`src/rtl/fetch_pkg.sv`:
```
// Shared fetch-stage definitions: widths, the HALT encoding and the fetch FSM states.
// Decode and the branch unit import this package for PC_W and HALT_INSTR.
package fetch_pkg;

    localparam int PC_W    = 8;
    localparam int INSTR_W = 32;
    localparam int CNT_W   = 16;

    localparam logic [INSTR_W-1:0] HALT_INSTR = 32'hFFFF_FFFF;

    typedef enum logic {
        RUN    = 1'b0,
        HALTED = 1'b1
    } fetch_state_t;

endpackage

```
`src/rtl/fetch_stage_pc_incrementer.sv`:
```
// Unsigned +1 on a program counter. The carry out is dropped, so the result wraps modulo 2^PC_W.
module pc_incrementer
    import fetch_pkg::*;
(
    input  logic [PC_W-1:0] pcIn,
    output logic [PC_W-1:0] pcOut
);

    assign pcOut = pcIn + PC_W'(1);

endmodule

```
`src/rtl/fetch_stage.sv`:
```
// Pipeline front end: owns the PC, reads instruction memory and fills the IF/ID register
// under a valid/ready handshake toward decode, with redirect flush and HALT stop.
//
//   state  | meaning
//   RUN    | fetching one word per advancing cycle
//   HALTED | HALT word latched; PC frozen until a redirect arrives
module fetch_stage
    import fetch_pkg::*;
(
    input  logic               clk,
    input  logic               rst,
    output logic [PC_W-1:0]    imem_addr,
    input  logic [INSTR_W-1:0] imem_data,
    input  logic               redirect_valid,
    input  logic [PC_W-1:0]    redirect_pc,
    output logic               id_valid,
    input  logic               id_ready,
    output logic [INSTR_W-1:0] id_instr,
    output logic [PC_W-1:0]    id_pc,
    output logic [PC_W-1:0]    id_pc_plus1,
    output logic               halted,
    output logic [CNT_W-1:0]   fetch_count
);

    localparam logic [CNT_W-1:0] CNT_MAX = '1;
    localparam logic [CNT_W-1:0] CNT_ONE = CNT_W'(1);

    fetch_state_t    state;
    logic [PC_W-1:0] pcReg;
    logic [PC_W-1:0] pcPlus1;
    logic            advance;
    logic            accepted;

    // One incrementer feeds both the next-PC path and id_pc_plus1, which is only
    // ever loaded alongside id_pc <= pcReg.
    pc_incrementer uPcInc (
        .pcIn  (pcReg),
        .pcOut (pcPlus1)
    );

    assign imem_addr = pcReg;
    assign advance   = !id_valid || id_ready;
    assign accepted  = id_valid && id_ready;

    always_ff @(posedge clk) begin
        if (rst) begin
            state       <= RUN;
            pcReg       <= '0;
            id_valid    <= 1'b0;
            id_instr    <= '0;
            id_pc       <= '0;
            id_pc_plus1 <= '0;
            halted      <= 1'b0;
            fetch_count <= '0;
        end else begin
            // A handshake completing alongside a redirect still counts as delivered.
            if (accepted && (fetch_count != CNT_MAX)) begin
                fetch_count <= fetch_count + CNT_ONE;
            end

            if (redirect_valid) begin
                pcReg    <= redirect_pc;
                id_valid <= 1'b0;
                state    <= RUN;
                halted   <= 1'b0;
            end else begin
                case (state)
                    RUN: begin
                        if (advance) begin
                            id_instr    <= imem_data;
                            id_pc       <= pcReg;
                            id_pc_plus1 <= pcPlus1;
                            id_valid    <= 1'b1;
                            if (imem_data == HALT_INSTR) begin
                                state  <= HALTED;
                                halted <= 1'b1;
                            end else begin
                                pcReg <= pcPlus1;
                            end
                        end
                    end
                    HALTED: begin
                        if (id_ready) begin
                            id_valid <= 1'b0;
                        end
                    end
                    default: begin
                        state  <= RUN;
                        halted <= 1'b0;
                    end
                endcase
            end
        end
    end

endmodule

```
`config.mk`:
```
export PLATFORM = sky130hd
export DESIGN_NAME = fetch_stage
export DESIGN_NICKNAME = d
export VERILOG_FILES = /design/src/rtl/fetch_pkg.sv /design/src/rtl/fetch_stage_pc_incrementer.sv /design/src/rtl/fetch_stage.sv
export SDC_FILE = /design/constraint.sdc
export NUM_CORES = 1
export LEC_CHECK = 0
export CAP_MARGIN = 10
export CELL_PAD_IN_SITES_DETAIL_PLACEMENT = 0
export CELL_PAD_IN_SITES_GLOBAL_PLACEMENT = 1
export CORE_ASPECT_RATIO = 0.5
export CORE_MARGIN = 2
export CORE_UTILIZATION = 33
export DETAILED_ROUTE_END_ITERATION = 12
export PLACE_DENSITY = 0.92
export SLEW_MARGIN = 10
export SYNTH_ARGS = -nofsm -noshare
export SYNTH_HDL_FRONTEND = slang
export SYNTH_SLANG_ARGS = --single-unit
```
`constraint.sdc`:
```
create_clock -name clk -period 2.3 [get_ports clk]
set_input_delay 0.345 -clock clk [delete_from_list [all_inputs] [get_ports clk]]
set_output_delay 0.345 -clock clk [all_outputs]
set_load 0.02 [all_outputs]
```
==> flow_summary.json, run 1 <==
{
  "globalRouteTotalUtil_pct": 17.2,
  "vias": 2986,
  "critical_path_class": "register to primary output",
  "synth_compound_gate_area_share_pct": 13.5,
  "syn_inst": 380,
  "fin_crit_sh_pct": 79.5,
  "h-tree-depth": 3,
  "numCtsBuffers": 9,
  "synth_edf_count": 0,
  "use_met1_pct": 21.5,
  "num_rows": 24,
  "dp.final_hpwl_um": 6130,
  "yosys.area_share.simple_pct": 27.7,
  "slew_violations": 0,
  "busiest_layer": "met2",
  "synth_most_common_cell": "nand2_1",
  "numClockSinks": 75,
  "die_h_um": 72.4,
  "grt_use_met2_pct": 28.9,
  "insertedDiodeCount": 0,
  "antenna_found_initial": 0,
  "p_total_mw": 3.20,
  "cts_tree": "built",
  "fin_nets": 541,
  "cp_num_buf_inv": 1,
  "post_synth.cell_area_avg_um2": 8.13,
  "clk_path_buf_depth": 2,
  "postSynth.asyncResetShare_pct": 0,
  "final_cells": 617,
  "syn_area_mm2": 0.00309,
  "grt_first_pass_wirelength_um": 13900,
  "initial_utilization_pct": 34.8,
  "maxCapViolCount": 0,
  "ys_ff_latch": 75,
  "ff2ff_path_depth": 5,
  "globalRoute.totalOverflow": 0,
  "synth.top_cells.by_area": "dfxtp_1, nand2_1, a21oi_1",
  "crit_chain": "clkdlybuf4s50_1",
  "hp-start": "rst",
  "vdd_drop_max_mv": 0.369,
  "cpMaxStageDelayCell": "clkdlybuf4s50_1",
  "start_kind": "register",
  "synthXorXnorAreaFrac_pct": 5.67,
  "drt-total-wl_um": 8590,
  "grt_util_met3_pct": 5.08,
  "fillers": 844,
  "fin_area_mm2": 0.00469,
  "setup-violations-final": 0,
  "power_density_mw_per_mm2": 681,
  "firstDrtPassIters": 4,
  "ant_nets": 0,
  "syn-num-nets": 426,
  "drive_above_1_share_pct": 6.00,
  "status": "completed",
  "ys_seq_area_share_pct": 48.6,
  "min_to": "id_pc[3]",
  "rr_startpoint": "fetch_count[5]",
  "slew_headroom_pct": 76.0,
  "clock-root-buffer": "clkbuf_16",
  "crit_path_max_incr_delay_ns": 0.68,
  "path_delay_family": "buffers and inverters",
  "end_kind": "primary output",
  "synthFlopType": "dfxtp_1",
  "drt_iter0_markers": 113,
  "crit_start": "imem_addr[3]",
  "cp.required_ns": 1.96,
  "insertion_delay_ns": 0.33,
  "clock.fmax_mhz": 547,
  "ctsHoldBuffers": 0,
  "crit_fanout": 8,
  "synth.area.mux_share_pct": 0,
  "skew_ns": 0.00483,
  "finalHoldViolCount": 0,
  "io_buffers": 117,
  "ys_warn_count": 0,
  "dp_cells": 601,
  "synth_common_cells": "nand2_1, dfxtp_1, a21oi_1, nor2_1, clkbuf_1",
  "cts_resized": 0,
  "layout_min_cycle_time_ns": 1.83,
  "hold_depth": 2,
  "fin_setup_tns_ns": 0,
  "die-area_mm2": 0.0102,
  "drcViolationCount": 0,
  "synth_top_area_share_pct": 48.6,
  "routabilityCongestion": 0.795,
  "hold_ws_ns": 0.365,
  "yosys.area.top_type": "dfxtp_1",
  "dpl_cell_area_mm2": 0.00440,
  "die_x_um": 141,
  "rsz0062_at_grt": "no",
  "viasPerCell": 4.84,
  "synth.distinct_cells": 43,
  "grt_max_degree": 35,
  "regToRegEndpoint": "fetch_count[15]",
  "tightestPinTransition_ns": 0.357,
  "core_mm2": 0.00889,
  "syn_to_final_growth_pct": 51.9,
  "grt_pass1_vias": 2865,
  "cts_setup_buffers": 0,
  "clk_pin_slew_ns": 0.05,
  "synthAdderAreaFrac_pct": 0.810,
  "synth_top_family_by_area": "simple AND/OR/NAND/NOR gates",
  "pin_count": 118,
  "avgRoutedWirePerCell_um": 13.9,
  "cp.arrival_ns": 1.48,
  "p_leak_nw": 1.66,
  "hp-class": "input pin to register",
  "ff2ff_setup_slack_ns": 0.58
}
metrics by stage:
| stage | worst slack [ns] | utilization (%) |
|---|---|---|
| 2_1_floorplan | 0.581 | - |
| 3_3_place_gp | 0.0538 | 49.5 |
| 3_5_place_dp | 0.134 | 49.5 |
| 4_1_cts | 0.446 | 52.8 |
| 5_1_grt | 0.339 | 52.8 |
| 6_report | 0.472 | 52.8 |
logic make-up (layout without fill, tap and decap cells):
family          after synthesis  in the layout
simple gates                182            182
flops                        75             75
compound gates               74             74
buf+inv                      27            147
xor+xnor                     20             20
fa+ha+maj                     2              2
how the worst max path moves through the flow:
stage	cells past startpoint	end
6_report	1	imem_addr[3]
5_1_grt	7	imem_addr[1]
4_1_cts	1	imem_addr[3]
3_5_place_dp	7	imem_addr[2]
3_3_place_gp	7	imem_addr[1]
2_1_floorplan	6	fetch_count[13]
cell type report:
type                    instances  area [um2]  share of cell area (%)
clock buffers                  14         254                    5.41
clock inverters                 2        35.0                   0.747
inverters                       3        11.3                   0.240
multi-input cells             278        1480                    31.6
flip-flops and latches         75        1500                    32.0
well taps                     117         146                    3.12
repair buffers                128        1260                    26.9
power by group:
part / internal (mW) / total [mW] / switching [mW]
combinational: 0.216 / 0.437 / 0.221
clock: 0.869 / 1.36 / 0.493
sequential: 1.36 / 1.40 / 0.0409
per-layer routing:
layer	vias up	share of wire, %
met5	-	0
met4	0	1.3
met3	9	4.4
met2	65	46
met1	1377	48
li1	1535	-
layout by cell type, fill, tap and decap left out, drive strengths merged, types with 2 or more instances in the layout:
master / n
xnor2: 14
ha: 2
nor3: 6
nand2b: 2
clkdlybuf4s50: 116
o21a: 2
nor2b: 2
a211oi: 2
nand2: 98
and4: 2
inv: 2
clkbuf: 14
a31oi: 3
nor2: 27
o211ai: 2
a21oi: 54
nor3b: 2
nand3b: 4
nand4: 13
clkinv: 2
buf: 12
o21ai: 2
and3: 3
xor2: 6
dfxtp: 75
a32oi: 3
a22oi: 3
nand3: 10
nor4: 7
state kept, by name, indices dropped and copies added, names as in the netlist:
name         flops
imem_addr        8
state            1
id_pc            8
id_instr        32
fetch_count     16
id_pc_plus1      8
id_valid         1
halted           1
Power figures use the tool's default switching activity.
==> inputs of run 2 (changes only) <==
- CORE_UTILIZATION: 33 -> 28
- PLACE_DENSITY: 0.92 -> 0.84
- clock period: 2.3 -> 1.6 ns (I/O delays scaled with it)
==> run 2 against run 1 <==
Register-to-register slack lost 0.50 ns. Sequential share of layout area shrank 2.9 points. Non-clock buffer count grew 46. Critical endpoint is now halted. Cell count grew 12%. Sequential power grew 43%. Count of clock-buffer cells in the layout shrank 2. Die area grew 17%. Routed wire length grew 9.0%. Critical path type unchanged. Hold slack lost 0.16 ns. Global-route usage shrank 1.9 points. Utilization shrank 4.9 points. First-iteration DRC count grew 110%. Highest routed layer unchanged.
==> flow_summary.json, run 2 (synthesized netlist as in run 1, its figures left out) <==
{
  "status": "completed",
  "fin_nets": 587,
  "num_rows": 27,
  "p_int_mw": 3.41,
  "final_cell_mix": "nand2_1, clkdlybuf4s50_1, dfxtp_1, a21oi_1, buf_4",
  "drt-total-wl_um": 9370,
  "ctsHoldBuffers": 0,
  "clock-root-buffer": "clkbuf_16",
  "vias": 3192,
  "largest_register_ffs": 32,
  "die_h_um": 78.3,
  "slew_headroom_pct": 75.3,
  "cp.arrival_ns": 1.30,
  "finalHoldViolCount": 0,
  "routabilityCongestion": 0.765,
  "cp.required_ns": 1.36,
  "layout_min_cycle_time_ns": 1.54,
  "initial_utilization_pct": 28.4,
  "die_x_um": 153,
  "cts_tree": "built",
  "insertedDiodeCount": 0,
  "cp_num_buf_inv": 1,
  "core_mm2": 0.0109,
  "p_leak_nw": 2.29,
  "maxCapViolCount": 0,
  "path_delay_family": "buffers and inverters",
  "crit_path_max_incr_delay_ns": 0.63,
  "switchingPower_mw": 1.13,
  "insertion_delay_ns": 0.33,
  "globalRouteTotalUtil_pct": 15.3,
  "top_register": "id_instr",
  "hold_ws_ns": 0.201,
  "clk_pin_slew_ns": 0.06,
  "dp.final_hpwl_um": 6500,
  "numClockSinks": 75,
  "ff2ff_path_depth": 7,
  "clk_path_buf_depth": 2,
  "tightestPinTransition_ns": 0.371,
  "worst-path-stages": 1,
  "crit_fanout": 2,
  "clock.fmax_mhz": 651,
  "numCtsBuffers": 9,
  "critical_path_class": "register to primary output",
  "regToRegEndpoint": "fetch_count[11]",
  "rsz0062_at_grt": "yes",
  "slew_violations": 0,
  "drt_iter0_markers": 235,
  "crit_start": "halted",
  "grt_max_degree": 37,
  "ant_nets": 0,
  "cpMaxStageDelayCell": "clkdlybuf4s50_1",
  "combPwrFrac_pct": 15.0,
  "endpoint": "halted",
  "avgRoutedWirePerCell_um": 13.6,
  "pwr-share-clk_pct": 40.8,
  "setup-violations-final": 0,
  "h-tree-depth": 3,
  "reg_top3": "id_instr (32), fetch_count (16)",
  "pin_count": 118,
  "switching_share_pct": 24.8,
  "drive_above_1_share_pct": 18.8,
  "io_buffers": 117,
  "p_seq_share_pct": 44.2,
  "viasPerCell": 4.63,
  "drcViolationCount": 0,
  "firstDrtPassIters": 5,
  "globalRoute.totalOverflow": 0,
  "skew_ns": 0.00774,
  "crit_chain": "clkdlybuf4s50_1",
  "rr_startpoint": "fetch_count[0]",
  "hp-class": "input pin to register",
  "ff2ff_setup_slack_ns": 0.08,
  "vdd_drop_max_mv": 0.417,
  "die-area_mm2": 0.0119,
  "end_kind": "primary output",
  "final_common_cell": "nand2_1",
  "fillers": 1072,
  "syn_to_final_growth_pct": 68.7,
  "grt_pass1_vias": 3009,
  "power_density_mw_per_mm2": 869,
  "grt_first_pass_wirelength_um": 14900,
  "antenna_found_initial": 0,
  "fin_setup_tns_ns": 0,
  "start_kind": "register",
  "fin_crit_sh_pct": 96.0
}
run 2: cell count changes in the layout (fill, tap and decap cells not counted), moves of 2 or more:
cell,delta
buf_4,+43
clkbuf_1,-3
clkbuf_16,+2
clkdlybuf4s50_1,-52
dfxtp_1,-14
dfxtp_2,+14
dlygate4sd2_1,+24
dlymetal6s2s_1,+28
nor4_1,-2
run 2: worst min-delay path, delay by kind of cell:
family	cells	cell delay (ns)
buf+inv	1	0.13
compound gates	1	0.05
simple gates	1	0.06
run 2: cell type report:
cell class | instances | area, um2 | area share, %
clock inverter | 2 | 12.5 | 0.240
inverter | 3 | 11.3 | 0.216
tap | 145 | 181 | 3.48
clock buffer | 12 | 256 | 4.92
sequential | 75 | 1520 | 29.1
timing repair buffer | 174 | 1690 | 32.5
multi-input combinational | 278 | 1540 | 29.5
run 2: layer usage:
metal,global-route usage (%),wire (um)
met5,0,0
met4,5.00,113
met3,4.20,374
met2,25.5,4570
met1,19.5,4310
run 2: metrics by stage:
step | cells | power, mW | area [um2] | setup slack [ns] | util [%]
after floorplan | 380 | 2.33 | 3110 | 0.000494 | -
after global placement | 667 | 2.72 | 4740 | -0.420 | 43.6
after detailed placement | 667 | 2.73 | 4740 | -0.461 | 43.6
after CTS | 681 | 4.59 | 5000 | 0.000385 | 45.9
after global routing | 689 | 4.75 | 5210 | -0.0287 | 47.9
final | 689 | 4.53 | 5210 | 0.0644 | 47.9
run 2: worst min path at each step:
stage                             start             end  slack [ns]  cells after the start
after floorplan           imem_data[24]    id_instr[24]        0.38                      2
after global placement     id_instr[17]    id_instr[17]        0.44                      2
after detailed placement   id_instr[24]    id_instr[24]        0.45                      2
after CTS                           rst  id_pc_plus1[6]        0.25                      2
after global routing      imem_data[15]    id_instr[15]        0.20                      3
final                     imem_data[12]    id_instr[12]        0.20                      3
run 2: power by group through the flow:
stage / registers (mW) / logic (mW) / clock network [mW]
after floorplan: 2.14 / 0.194 / 0
after global placement: 2.04 / 0.679 / 0
after detailed placement: 2.05 / 0.683 / 0
after CTS: 2.00 / 0.674 / 1.91
after global routing: 2.01 / 0.735 / 2.00
final: 2.00 / 0.681 / 1.85
run 2: what timing repair did:
item | 4_1_cts | 5_1_grt
pin swaps | 4 | 11
buffers inserted | 0 | 6
resized for setup | 28 | 38
setup endpoints to repair | 30 | 50
cloned | 0 | 2
endpoints found under the hold margin | 0 | 0
==> inputs of run 3 (changes only) <==
- CORE_UTILIZATION: 28 -> 25
- PLACE_DENSITY: 0.84 -> 0.77
==> run 3 against run 2 <==
Design area up 0.36%. Critical path depth unchanged. Utilization down 4.1 points. Hold slack worse by 0.011 ns. Register-to-register slack about the same. Clock skew up 0.0043 ns. Critical endpoint unchanged. Via count down 1.1%. Critical path type unchanged. Count of clock-buffer cells in the layout unchanged. Non-clock buffer count down 2.
==> flow_summary.json, run 3 (synthesized netlist as in run 1, its figures left out) <==
{
  "status": "completed",
  "insertion_delay_ns": 0.33,
  "fin_crit_sh_pct": 96.1,
  "core_mm2": 0.0119,
  "largest_register_ffs": 32,
  "grt_pass1_vias": 3006,
  "vdd_drop_max_mv": 0.401,
  "p_seq_share_pct": 44.5,
  "layout_min_cycle_time_ns": 1.54,
  "tightestPinTransition_ns": 0.354,
  "critical_path_class": "register to primary output",
  "die-area_mm2": 0.0133,
  "cp.required_ns": 1.36,
  "switchingPower_mw": 1.14,
  "top_layer": "met4",
  "dp.final_hpwl_um": 6740,
  "skew_ns": 0.0120,
  "dr_wl_met3_um": 468,
  "power_density_mw_per_mm2": 861,
  "pwr-share-clk_pct": 40.4,
  "pin_count": 118,
  "worst-path-stages": 1,
  "hold_depth": 3,
  "die_x_um": 161,
  "top_register": "id_instr",
  "cts_tree": "built",
  "endpoint": "halted",
  "drt-total-wl_um": 9390,
  "clock-root-buffer": "clkbuf_16",
  "vias": 3157,
  "insertedDiodeCount": 0,
  "viasPerCell": 4.47,
  "globalRouteTotalUtil_pct": 14.6,
  "die_h_um": 82.6,
  "globalRoute.totalOverflow": 0,
  "final_cells": 707,
  "drcViolationCount": 0,
  "regToRegEndpoint": "fetch_count[11]",
  "grt_max_degree": 33,
  "syn_to_final_growth_pct": 69.3,
  "fin_area_mm2": 0.00523,
  "avgRoutedWirePerCell_um": 13.3,
  "dp_cells": 690,
  "rr_startpoint": "fetch_count[5]",
  "start_kind": "register",
  "hold_ws_ns": 0.189,
  "final_cell_mix": "nand2_1, clkdlybuf4s50_1, dfxtp_1, a21oi_1, buf_4",
  "crit_start": "halted",
  "cp.arrival_ns": 1.30,
  "clk_pin_slew_ns": 0.06,
  "switching_share_pct": 25.3,
  "fin_nets": 585,
  "num_rows": 28,
  "drive_above_1_share_pct": 18.1,
  "ff2ff_setup_slack_ns": 0.07,
  "final_common_cell": "nand2_1",
  "clock.fmax_mhz": 650,
  "ctsHoldBuffers": 0,
  "ant_nets": 0,
  "reg_top3": "id_instr (32), fetch_count (16)",
  "slew_headroom_pct": 76.4,
  "crit_fanout": 2,
  "cp_num_buf_inv": 1,
  "p_leak_nw": 2.25,
  "io_buffers": 117,
  "initial_utilization_pct": 25.9,
  "numCtsBuffers": 9,
  "slew_violations": 0,
  "combPwrFrac_pct": 15.0,
  "clk_path_buf_depth": 2,
  "antenna_found_initial": 0,
  "firstDrtPassIters": 4,
  "maxCapViolCount": 0,
  "grt_first_pass_wirelength_um": 15100,
  "ff2ff_path_depth": 6,
  "dpl_cell_area_mm2": 0.00479,
  "crit_path_max_incr_delay_ns": 0.63,
  "setup-violations-final": 0,
  "wl_met2_um": 4310,
  "rsz0062_at_grt": "yes",
  "end_kind": "primary output",
  "hp-class": "input pin to register",
  "cpMaxStageDelayCell": "clkdlybuf4s50_1",
  "h-tree-depth": 3,
  "numClockSinks": 75,
  "p_int_mw": 3.36,
  "finalHoldViolCount": 0,
  "path_delay_family": "buffers and inverters",
  "drt_iter0_markers": 161,
  "crit_chain": "clkdlybuf4s50_1",
  "wl_met1_um": 4460,
  "routabilityCongestion": 0.760
}
[run 3: repair_timing]
action | CTS | global route
pin swaps | 3 | 22
setup buffers | 0 | 2
endpoints found under the setup margin | 56 | 39
gates cloned | 0 | 1
resized for setup | 31 | 44
[run 3: layer usage]
layer  up-vias  GRT usage (%)
met2        79           24.3
li1       1619              -
met1      1449           18.0
met5         -              0
met3        10           4.70
met4         0           5.80
[run 3: how the worst min path moves through the flow]
stage,startpoint,slack [ns],endpoint
after floorplan,imem_data[24],0.38,id_instr[24]
after global placement,id_instr[20],0.44,id_instr[20]
after detailed placement,id_instr[20],0.45,id_instr[20]
after CTS,rst,0.23,halted
after global routing,imem_data[2],0.19,id_instr[2]
final,imem_data[12],0.19,id_instr[12]
[run 3: power by group through the flow]
stage          Clock [mW]  Combinational, mW  Sequential (mW)
2_1_floorplan           0              0.194             2.14
3_3_place_gp            0              0.690             2.04
3_5_place_dp            0              0.693             2.05
4_1_cts              1.89              0.686             2.01
5_1_grt              1.99              0.735             2.02
6_report             1.82              0.677             2.01
[run 3: final cells by class]
| type | count | area, um2 |
|---|---|---|
| tap | 165 | 206 |
| clock buffer | 12 | 246 |
| inverter | 3 | 11.3 |
| multi-input combinational | 278 | 1580 |
| clock inverter | 2 | 13.8 |
| timing repair buffer | 172 | 1660 |
| sequential | 75 | 1520 |
| fill | 1198 | 6720 |
[run 3: per-stage QoR]
stage / setup TNS (ns) / utilization, % / power (mW) / setup slack, ns
global placement: -19.90 / 40.1 / 2.73 / -0.465
global route: -0.0824 / 43.8 / 4.74 / -0.0602
finish: 0 / 43.8 / 4.50 / 0.0622
floorplan: 0 / - / 2.33 / 0.000494
CTS: 0 / 42.2 / 4.58 / 0.00299
detailed placement: -21.36 / 40.1 / 2.74 / -0.468
